### src/rtl/time_field_counter.sv
// -----------------------------------------------------------------------------
// time_field_counter
//   Settable time-field counter (hours/minutes style) driven by up/down
//   buttons. A press steps once. Holding the button for HOLD_TICKS Enable
//   ticks starts auto-repeat, which then steps every REPEAT_TICKS ticks. The
//   value either saturates or wraps at [MIN_VAL, MAX_VAL]. A wrap raises a
//   one-cycle carry (up) or borrow (down) pulse. The current value is also
//   presented as two BCD digits.
//
// Ports
//   Clock      in   system clock, rising edge
//   Reset      in   synchronous, active-high reset
//   Enable     in   tick qualifier for steps and hold/repeat timing
//   up, down   in   level-sensitive increment / decrement buttons
//   load       in   synchronous load strobe; takes priority over steps
//   load_val   in   value to load; clamped into [MIN_VAL, MAX_VAL]
//   value      out  current count
//   bcd_tens   out  tens digit of value (4'hF when value > 99)
//   bcd_units  out  units digit of value (4'hF when value > 99)
//   at_max     out  value == MAX_VAL
//   at_min     out  value == MIN_VAL
//   carry      out  one-cycle pulse on a MAX_VAL -> MIN_VAL wrap
//   borrow     out  one-cycle pulse on a MIN_VAL -> MAX_VAL wrap
// -----------------------------------------------------------------------------
module time_field_counter #(
  parameter int unsigned WIDTH        = 7,
  parameter int unsigned MIN_VAL      = 0,
  parameter int unsigned MAX_VAL      = 99,
  parameter int unsigned WRAP         = 0,
  parameter int unsigned HOLD_TICKS   = 50,
  parameter int unsigned REPEAT_TICKS = 10
) (
  input  logic             Clock,
  input  logic             Reset,
  input  logic             Enable,
  input  logic             up,
  input  logic             down,
  input  logic             load,
  input  logic [WIDTH-1:0] load_val,
  output logic [WIDTH-1:0] value,
  output logic [3:0]       bcd_tens,
  output logic [3:0]       bcd_units,
  output logic             at_max,
  output logic             at_min,
  output logic             carry,
  output logic             borrow
);

  localparam logic [WIDTH-1:0] MinV    = WIDTH'(MIN_VAL);
  localparam logic [WIDTH-1:0] MaxV    = WIDTH'(MAX_VAL);
  localparam int unsigned      TickMax = (HOLD_TICKS > REPEAT_TICKS) ? HOLD_TICKS : REPEAT_TICKS;
  localparam int unsigned      TickW   = (TickMax > 1) ? $clog2(TickMax) : 1;
  localparam logic [TickW-1:0] HoldLast   = TickW'(HOLD_TICKS - 1);
  localparam logic [TickW-1:0] RepeatLast = TickW'(REPEAT_TICKS - 1);

  typedef enum logic [1:0] {StIdle, StHold, StRepeat} state_e;

  state_e           r_state, w_state_next;
  logic [TickW-1:0] r_tick, w_tick_next;
  logic             r_dir, w_dir_next;       // 1 = up
  logic             r_up, r_down;
  logic             r_lock, w_lock_next;     // blocks stepping until buttons released
  logic [WIDTH-1:0] r_value, w_value_next;
  logic             r_carry, w_carry_next;
  logic             r_borrow, w_borrow_next;

  logic             w_req, w_req_prev, w_rise, w_step;
  logic [WIDTH:0]   w_inc, w_dec;
  logic [31:0]      w_val32;

  // Repeat FSM and tick counter
  always_comb begin
    w_req        = up ^ down;
    w_req_prev   = r_up ^ r_down;
    w_rise       = w_req & ~w_req_prev & ~r_lock;
    w_state_next = r_state;
    w_tick_next  = r_tick;
    w_dir_next   = r_dir;
    w_step       = 1'b0;
    // A button held through reset must be released before it can step.
    w_lock_next  = r_lock & (up | down);

    if (load) begin
      w_state_next = StIdle;
      w_tick_next  = '0;
    end else begin
      case (r_state)
        StIdle: begin
          if (w_rise && Enable) begin
            w_step       = 1'b1;
            w_dir_next   = up;
            w_tick_next  = '0;
            w_state_next = StHold;
          end
        end
        StHold: begin
          if (!w_req || (up != r_dir)) begin
            w_state_next = StIdle;
            w_tick_next  = '0;
          end else if (Enable) begin
            if (r_tick == HoldLast) begin
              w_step       = 1'b1;
              w_tick_next  = '0;
              w_state_next = StRepeat;
            end else begin
              w_tick_next = r_tick + TickW'(1);
            end
          end
        end
        StRepeat: begin
          if (!w_req || (up != r_dir)) begin
            w_state_next = StIdle;
            w_tick_next  = '0;
          end else if (Enable) begin
            if (r_tick == RepeatLast) begin
              w_step      = 1'b1;
              w_tick_next = '0;
            end else begin
              w_tick_next = r_tick + TickW'(1);
            end
          end
        end
        default: begin
          w_state_next = StIdle;
          w_tick_next  = '0;
        end
      endcase
    end
  end

  // Value datapath; increments/decrements are one bit wider so the limit
  // test also catches the arithmetic leaving the representable range.
  always_comb begin
    w_inc         = {1'b0, r_value} + {{WIDTH{1'b0}}, 1'b1};
    w_dec         = {1'b0, r_value} - {{WIDTH{1'b0}}, 1'b1};
    w_value_next  = r_value;
    w_carry_next  = 1'b0;
    w_borrow_next = 1'b0;

    if (load) begin
      if (load_val < MinV) begin
        w_value_next = MinV;
      end else if (load_val > MaxV) begin
        w_value_next = MaxV;
      end else begin
        w_value_next = load_val;
      end
    end else if (w_step) begin
      if (w_dir_next) begin
        if (w_inc > {1'b0, MaxV}) begin
          if (WRAP != 0) begin
            w_value_next = MinV;
            w_carry_next = 1'b1;
          end
        end else begin
          w_value_next = w_inc[WIDTH-1:0];
        end
      end else begin
        if (w_dec[WIDTH] || (w_dec < {1'b0, MinV})) begin
          if (WRAP != 0) begin
            w_value_next  = MaxV;
            w_borrow_next = 1'b1;
          end
        end else begin
          w_value_next = w_dec[WIDTH-1:0];
        end
      end
    end
  end

  always_ff @(posedge Clock) begin
    if (Reset) begin
      r_state  <= StIdle;
      r_tick   <= '0;
      r_dir    <= 1'b0;
      r_up     <= 1'b0;
      r_down   <= 1'b0;
      r_lock   <= 1'b1;
      r_value  <= MinV;
      r_carry  <= 1'b0;
      r_borrow <= 1'b0;
    end else begin
      r_state  <= w_state_next;
      r_tick   <= w_tick_next;
      r_dir    <= w_dir_next;
      r_up     <= up;
      r_down   <= down;
      r_lock   <= w_lock_next;
      r_value  <= w_value_next;
      r_carry  <= w_carry_next;
      r_borrow <= w_borrow_next;
    end
  end

  // Outputs
  always_comb begin
    w_val32 = 32'(r_value);
    if (w_val32 > 32'd99) begin
      bcd_tens  = 4'hF;
      bcd_units = 4'hF;
    end else begin
      bcd_tens  = 4'(w_val32 / 32'd10);
      bcd_units = 4'(w_val32 % 32'd10);
    end
  end

  assign value  = r_value;
  assign at_max = (r_value == MaxV);
  assign at_min = (r_value == MinV);
  assign carry  = r_carry;
  assign borrow = r_borrow;

endmodule

### config.mk
export PLATFORM = sky130hd
export DESIGN_NAME = time_field_counter
export DESIGN_NICKNAME = d
export VERILOG_FILES = /design/src/rtl/time_field_counter.sv
export SDC_FILE = /design/constraint.sdc
export NUM_CORES = 1
export LEC_CHECK = 0
export CORE_UTILIZATION = 35
export CTS_CLUSTER_SIZE = 20
export DETAILED_ROUTE_END_ITERATION = 8
export GPL_ROUTABILITY_DRIVEN = 0
export HOLD_SLACK_MARGIN = 0.15
export PLACE_DENSITY = 0.6
export SYNTH_ARGS = -nofsm -noshare
export SYNTH_HDL_FRONTEND = slang
export SYNTH_SLANG_ARGS = --single-unit
### constraint.sdc
create_clock -name Clock -period 4.3 [get_ports Clock]
set_input_delay 0.86 -clock Clock [delete_from_list [all_inputs] [get_ports Clock]]
set_output_delay 0.86 -clock Clock [all_outputs]
set_load 0.01 [all_outputs]
# After elaboration in Yosys (flattened, before gate mapping)
# Index checks and enable logic that the tools add are counted.
[totals]
word_cells = 84
input_bits = 13
out_inout_bits = 19
ff_bits = 19
[classes]
magnitude_cmp = 5
addsub = 3
eq_ne = 13
div = 2
reduce_logical = 11
mux = 35
n_bitwise = 8
[ops]
columns = ["op", "count"]
rows = [
  ["$mux 7", 7],
  ["$mux 6", 7],
  ["$div 7x4->32 const B", 1],
  ["$mod 7x4->32 const B", 1],
  ["$pmux 6 s3", 1],
  ["$ne 3x3->1 const B", 5],
  ["$gt 7x7->1 const B", 2],
  ["$mux 1", 11],
  ["$mux 2", 5],
  ["$add 7x1->8 const B", 1],
  ["$gt 8x7->1 const B", 1],
  ["$lt 8x1->1 const B", 1],
  ["$mux 4", 2],
  ["$sub 7x1->8 const B", 1],
  ["$eq 7x7->1 const B", 1],
  ["$logic_not 7->1", 1],
  ["$lt 7x1->1 const B", 1],
  ["$add 6x1->6 const B", 1],
  ["$eq 6x4->1 const B", 1],
  ["$eq 6x6->1 const B", 1],
  ["$pmux 2 s3", 1],
  ["$reduce_and 3->1", 2],
  ["$ne 2x2->1 const B", 2],
  ["$reduce_and 4->1", 1],
  ["other kinds (14)", 19],
]

# Logic depth before layout (Yosys ltp)
[logic_depth]
word_depth = 11
ltp_mapped = 12
mapped_depth_nobuf = 11

# Least setup slack after synthesis
# Ideal clock, no wire load.
[synth_timing]
kind = "register -> output"
from = "register r_value[4], in the netlist value[4]"
to = "output bcd_units[3]"
path_stages_with_launch = 12
required_time_ns = 3.440
arrival_ns = 2.707
path_buffers = 1
path_slack_ns = 0.733
path_cell_list = "dfxtp_1 > buf_4 > inv_1 > ha_1 > inv_1 > ha_1 > o21ai_0 > a32oi_1 > o32a_1 > a221oi_4 > nor4_1 > nor3_1"
[synth_via]
elab_chain_cells = 2
elab_cells_between_ends = 3
cone_classes = "div (1); order compare (1); mux (1)"
[synth_rtl]
columns = ["element", "line", "rtl"]
rows = [
  ["from (decl)", "63", "logic [WIDTH-1:0] r_value, w_value_next;"],
  ["from (signal assigned)", "179", "r_value <= MinV;"],
  ["from (signal assigned)", "189", "r_value <= w_value_next;"],
  ["$mod 7x4->32 / $gt 7x7->1 (equally long branches)", "203, 198", ""],
  ["$mux 4 *", "198", "if (w_val32 > 32'd99) begin"],
  ["to (decl)", "42", "output logic [3:0] bcd_units,"],
]
# Every way passes the cells marked *; elsewhere a longest branch is shown, timed or not.

# Final worst setup path
# Ends and elaborated chain as after synthesis.

==> run summary <==
Counting distinct cell types in the post-synthesis netlist gives 73. In the synthesized netlist the async set-or-reset flop fraction comes to 0%. The power density relative to cell area is about 250 nW/um^2. The most common cell type on the critical path is sky130_fd_sc_hd__inv_1. The setup check on the worst reg-to-reg path leaves a slack of 1.75 ns. Yosys attributes the largest share of cell area to sky130_fd_sc_hd__dfxtp_1 (17%), sky130_fd_sc_hd__ha_1 (9.8%), sky130_fd_sc_hd__mux2i_1 (4.1%). The proportion of netlist area held by the largest area contributor came out at 17.5%. The number of diodes added for antenna fixing is 0. In this run switching power makes up 38.2% of total power.

The count of pins over their slew limit was 0. The number of warnings printed during yosys synthesis came out at 0. For this run, the leading register cell type out of synthesis is sky130_fd_sc_hd__dfxtp_1. The worst hold path depth came out at 2.

For this design, the CTS-stage hold fixing added 0 buffers. The leakage power came out at between 1 and 1.5 nW. For this block, the initial DRC count from the detailed router was between 80 and 90.

The TritonCTS clock tree is done. After legalization and detailed placement, the total HPWL measured about 4200 microns. The placeable core region is 5960 sq um.

The later pin in the worst-skew pair is clocked with a latency of 0.26 ns. The relative area change from synthesis to final layout came out at 23.2%. In the synthesized netlist, the cells that appear most often are sky130_fd_sc_hd__nor2_1 (22), sky130_fd_sc_hd__nand2_1 (21), sky130_fd_sc_hd__dfxtp_1 (19). The number of DRC violations after detailed routing came out at 0.

The sequential fraction of the synthesis area came out at between 15 and 20%. The path with the worst hold slack has its endpoint at r_lock$_SDFF_PP1_. The number of failing setup endpoints in the final timing report came out at 0. The final antenna-violating net count is 0. The clock transition time at the flip-flop clock pins of the worst setup and hold paths is about 0.070 ns. The share of the cycle needed by the critical path after routing came out at 95.2%.

On the critical path, the stage with the largest delay is an instance of sky130_fd_sc_hd__clkdlybuf4s50_1. The max-slew headroom at the worst pin is 59.0%. Counting flops and latches in the post-synthesis netlist gives 19.

The worst setup slack before clock tree synthesis is 0.378 ns. The clock drives 19 sinks. At the pin with the least slew margin, the transition time is 0.613 ns. The number of antenna violations at the first check in global routing came to 0.

The post-route netlist has 17.1% of its cells at a drive strength greater than 1. For the final routed database, the setup TNS stands at 0 ns. The min-delay analysis places its worst path in the category flip-flop to flip-flop. The via count of the first global-routing pass is between 1500 and 2000.

The internal power came out at 413 uW. Counting flops with a built-in enable in the synthesized netlist gives 0. The max-cap violation count is 0. Summed over all layers, the global routing overflow is 0. The number of cells on the worst reg-to-reg path is 9. The count of final hold-check violations is 0. For this block, the via count after detailed routing is 2062.

The biggest area consumer among synthesized cells is sky130_fd_sc_hd__dfxtp_1. For the final database, setup skew stands at 0.00600 ns. The per-instance average area after synthesis came out at approximately 7.9 sq um. CTS built an H-tree with a depth of 1.

The ratio of routed vias to standard cells came out at 5.44. The time the worst path needs with I/O delays and setup is 4.10 ns. The kind of cell adding the most delay to the critical path is compound AO/OA/AOI/OAI gates. The sequential group share of total power is 28.4%. After the last flow step, the layout net total stands at 335. The worst setup path is captured at an output pin. The achievable frequency came out at 244 MHz. After global routing, the most crowded layer is met2.

Setup repair after global routing left no endpoint under its margin. The run finished with clean final reports. The cell count after synthesis came out at 275.

The initial core utilization is 36.6%. The clock network accounts for 18.6% of the total power. For this run, global-route usage on met1 was measured as 23.4%.

The netlist area before placement is ~2200 sq um. The number of clock buffers inserted by TritonCTS came out at 3. The data required time of the critical path came out at 3.44 ns. The worst setup path is launched from a flip-flop. The number of detailed-routing iterations run before antenna repair came out at 4. The global routing usage on met2 came out at about 30%. The largest buffer count on any clock path is 2. The maximum number of pins on one net before global-route repair is 21. Combinational logic burns between 50% and 60% of the power. The worst reg2reg path startpoint is r_state[0]$_SDFFE_PP0P_. The first-pass GRT wire length came out at 9070 microns. In the post-route analysis, the smallest setup slack over all paths is 0.204 ns. The class of the most critical setup path is flip-flop to output pin. The height of the chip came out at 80.9 microns. For this design the top-level I/O count stands at 32.

The buffers plus inverters on the worst setup path is 3. Along the worst path, the maximum fanout reaches 5. The horizontal extent of the die came out at 80.9 microns. Yosys instantiated no cell more often than sky130_fd_sc_hd__nor2_1. The met3 usage came out at 2.02%. The net switching power figure came out at 255 uW. Across every metal layer, demand over resource in global routing totals 17.7%. The critical path goes through inv_1 > ha_1 > inv_1 > ha_2 > o21ai_4 > a21oi_1 > o32a_1 > a221oi_4 > nor4_1 > nor3_1 > clkdlybuf4s50_1.

The worst ir drop on vdd came out at between 0.15 and 0.2 mV. The standard-cell row count came out at 28. Wires add up to roughly 5500 microns. The full die area came out at 6540 sq um.

The delay contributed by the slowest stage of the critical path came out at 0.57 ns. The number of buffers inserted by port buffering came out at 29. The cell sitting at the root of the clock tree is a sky130_fd_sc_hd__clkbuf_8. In this run the critical register-to-register path is captured at value[6]$_SDFFE_PP0P_. The worst hold path begins at r_lock$_SDFF_PP1_. Tracing the worst setup path back leads to its startpoint at value[4]$_SDFFE_PP0P_.

After detailed routing, the average wire length per cell comes to 14.4 microns. The endpoint arrival time on the critical path came out at 3.24 ns.
-- worst reg2reg max path: stages, from the launching register on --
cell,delay [ns]
sky130_fd_sc_hd__dfxtp_1,0.35
sky130_fd_sc_hd__inv_1,0.09
sky130_fd_sc_hd__ha_1,0.16
sky130_fd_sc_hd__inv_1,0.08
sky130_fd_sc_hd__nor4_2,0.30
sky130_fd_sc_hd__mux2i_1,0.33
sky130_fd_sc_hd__nand3_1,0.18
sky130_fd_sc_hd__o221a_1,0.43
sky130_fd_sc_hd__and3_1,0.24
sky130_fd_sc_hd__o311a_1,0.27
-- worst max-delay path by stage --
stage,to,cells after the start
final,bcd_units[3],11
after global routing,bcd_units[1],11
after CTS,bcd_units[2],10
after detailed placement,bcd_units[2],11
after global placement,bcd_units[2],10
after floorplan,bcd_units[3],11
-- final cells by class --
cell class                      count  area [sq um]
Clock buffer                        3          41.3
Clock inverter                      1          5.00
Timing Repair Buffer               40           375
Inverter                           19          73.8
Tap cell                           75          93.8
Sequential cell                    19           380
Fill cell                         633          3270
Multi-Input combinational cell    222          1710
-- registers in the layout, indices dropped and copies added, names as in the netlist --
signal / flops
value: 7
r_tick: 6
r_state: 2
r_dir: 1
r_down: 1
r_lock: 1
r_up: 1
-- kinds of logic after synthesis --
| kind of cell | Yosys count | synth area share [%] |
|---|---|---|
| buffers and inverters | 35 | 8.39 |
| other | 1 | 0.172 |
| flip-flops | 19 | 17.5 |
| XOR/XNOR | 14 | 6.32 |
| AO/OA/AOI/OAI | 65 | 24.2 |
| AND/OR/NAND/NOR | 113 | 28.5 |
| adder cells (fa/ha/maj) | 18 | 10.3 |
| multiplexers | 10 | 4.66 |
-- routing by layer --
metal  up-vias  routed length, microns
met3         8                     185
li1       1048                       -
met2        52                    2590
met1       954                    2610
met4         0                      74
met5         -                       0
-- stage by stage --
stage / area [sq um] / utilization, % / std cells / total power [mW] / hold WS (ns)
6_report: 2680 / 45.0 / 379 / 0.669 / 0.467
4_1_cts: 2580 / 43.3 / 378 / 0.651 / 0.466
3_5_place_dp: 2530 / 42.5 / 374 / 0.525 / 0.452
2_1_floorplan: 2180 / - / 276 / 0.417 / 0.435
5_1_grt: 2680 / 45.0 / 379 / 0.719 / 0.512
3_3_place_gp: 2530 / 42.5 / 374 / 0.522 / 0.455
-- what timing repair did --
action	in CTS	in global routing
endpoints found under the hold margin	0	0
gates resized for setup	0	18
setup endpoints to repair	0	3
buffers inserted	0	1
-- cell usage in the layout (no fill, tap or decap), types with 9 or more instances in the layout --
master and n:
sky130_fd_sc_hd__nor3_1 9, sky130_fd_sc_hd__nand3_1 13, sky130_fd_sc_hd__inv_1 16, sky130_fd_sc_hd__o21ai_0 11
sky130_fd_sc_hd__nor2_1 22, sky130_fd_sc_hd__nand2_1 21, sky130_fd_sc_hd__clkdlybuf4s50_1 28, sky130_fd_sc_hd__buf_4 11
sky130_fd_sc_hd__a21oi_1 10, sky130_fd_sc_hd__mux2i_1 9, sky130_fd_sc_hd__ha_1 15, sky130_fd_sc_hd__dfxtp_1 19
-- power by group through the flow --
| stage | clock [mW] | combinational (mW) | sequential [mW] |
|---|---|---|---|
| floorplan | 0 | 0.220 | 0.197 |
| global placement | 0 | 0.329 | 0.194 |
| detailed placement | 0 | 0.332 | 0.194 |
| CTS | 0.129 | 0.333 | 0.189 |
| global route | 0.140 | 0.388 | 0.191 |
| finish | 0.124 | 0.355 | 0.190 |
No activity file was read; power rests on OpenSTA's default activity.
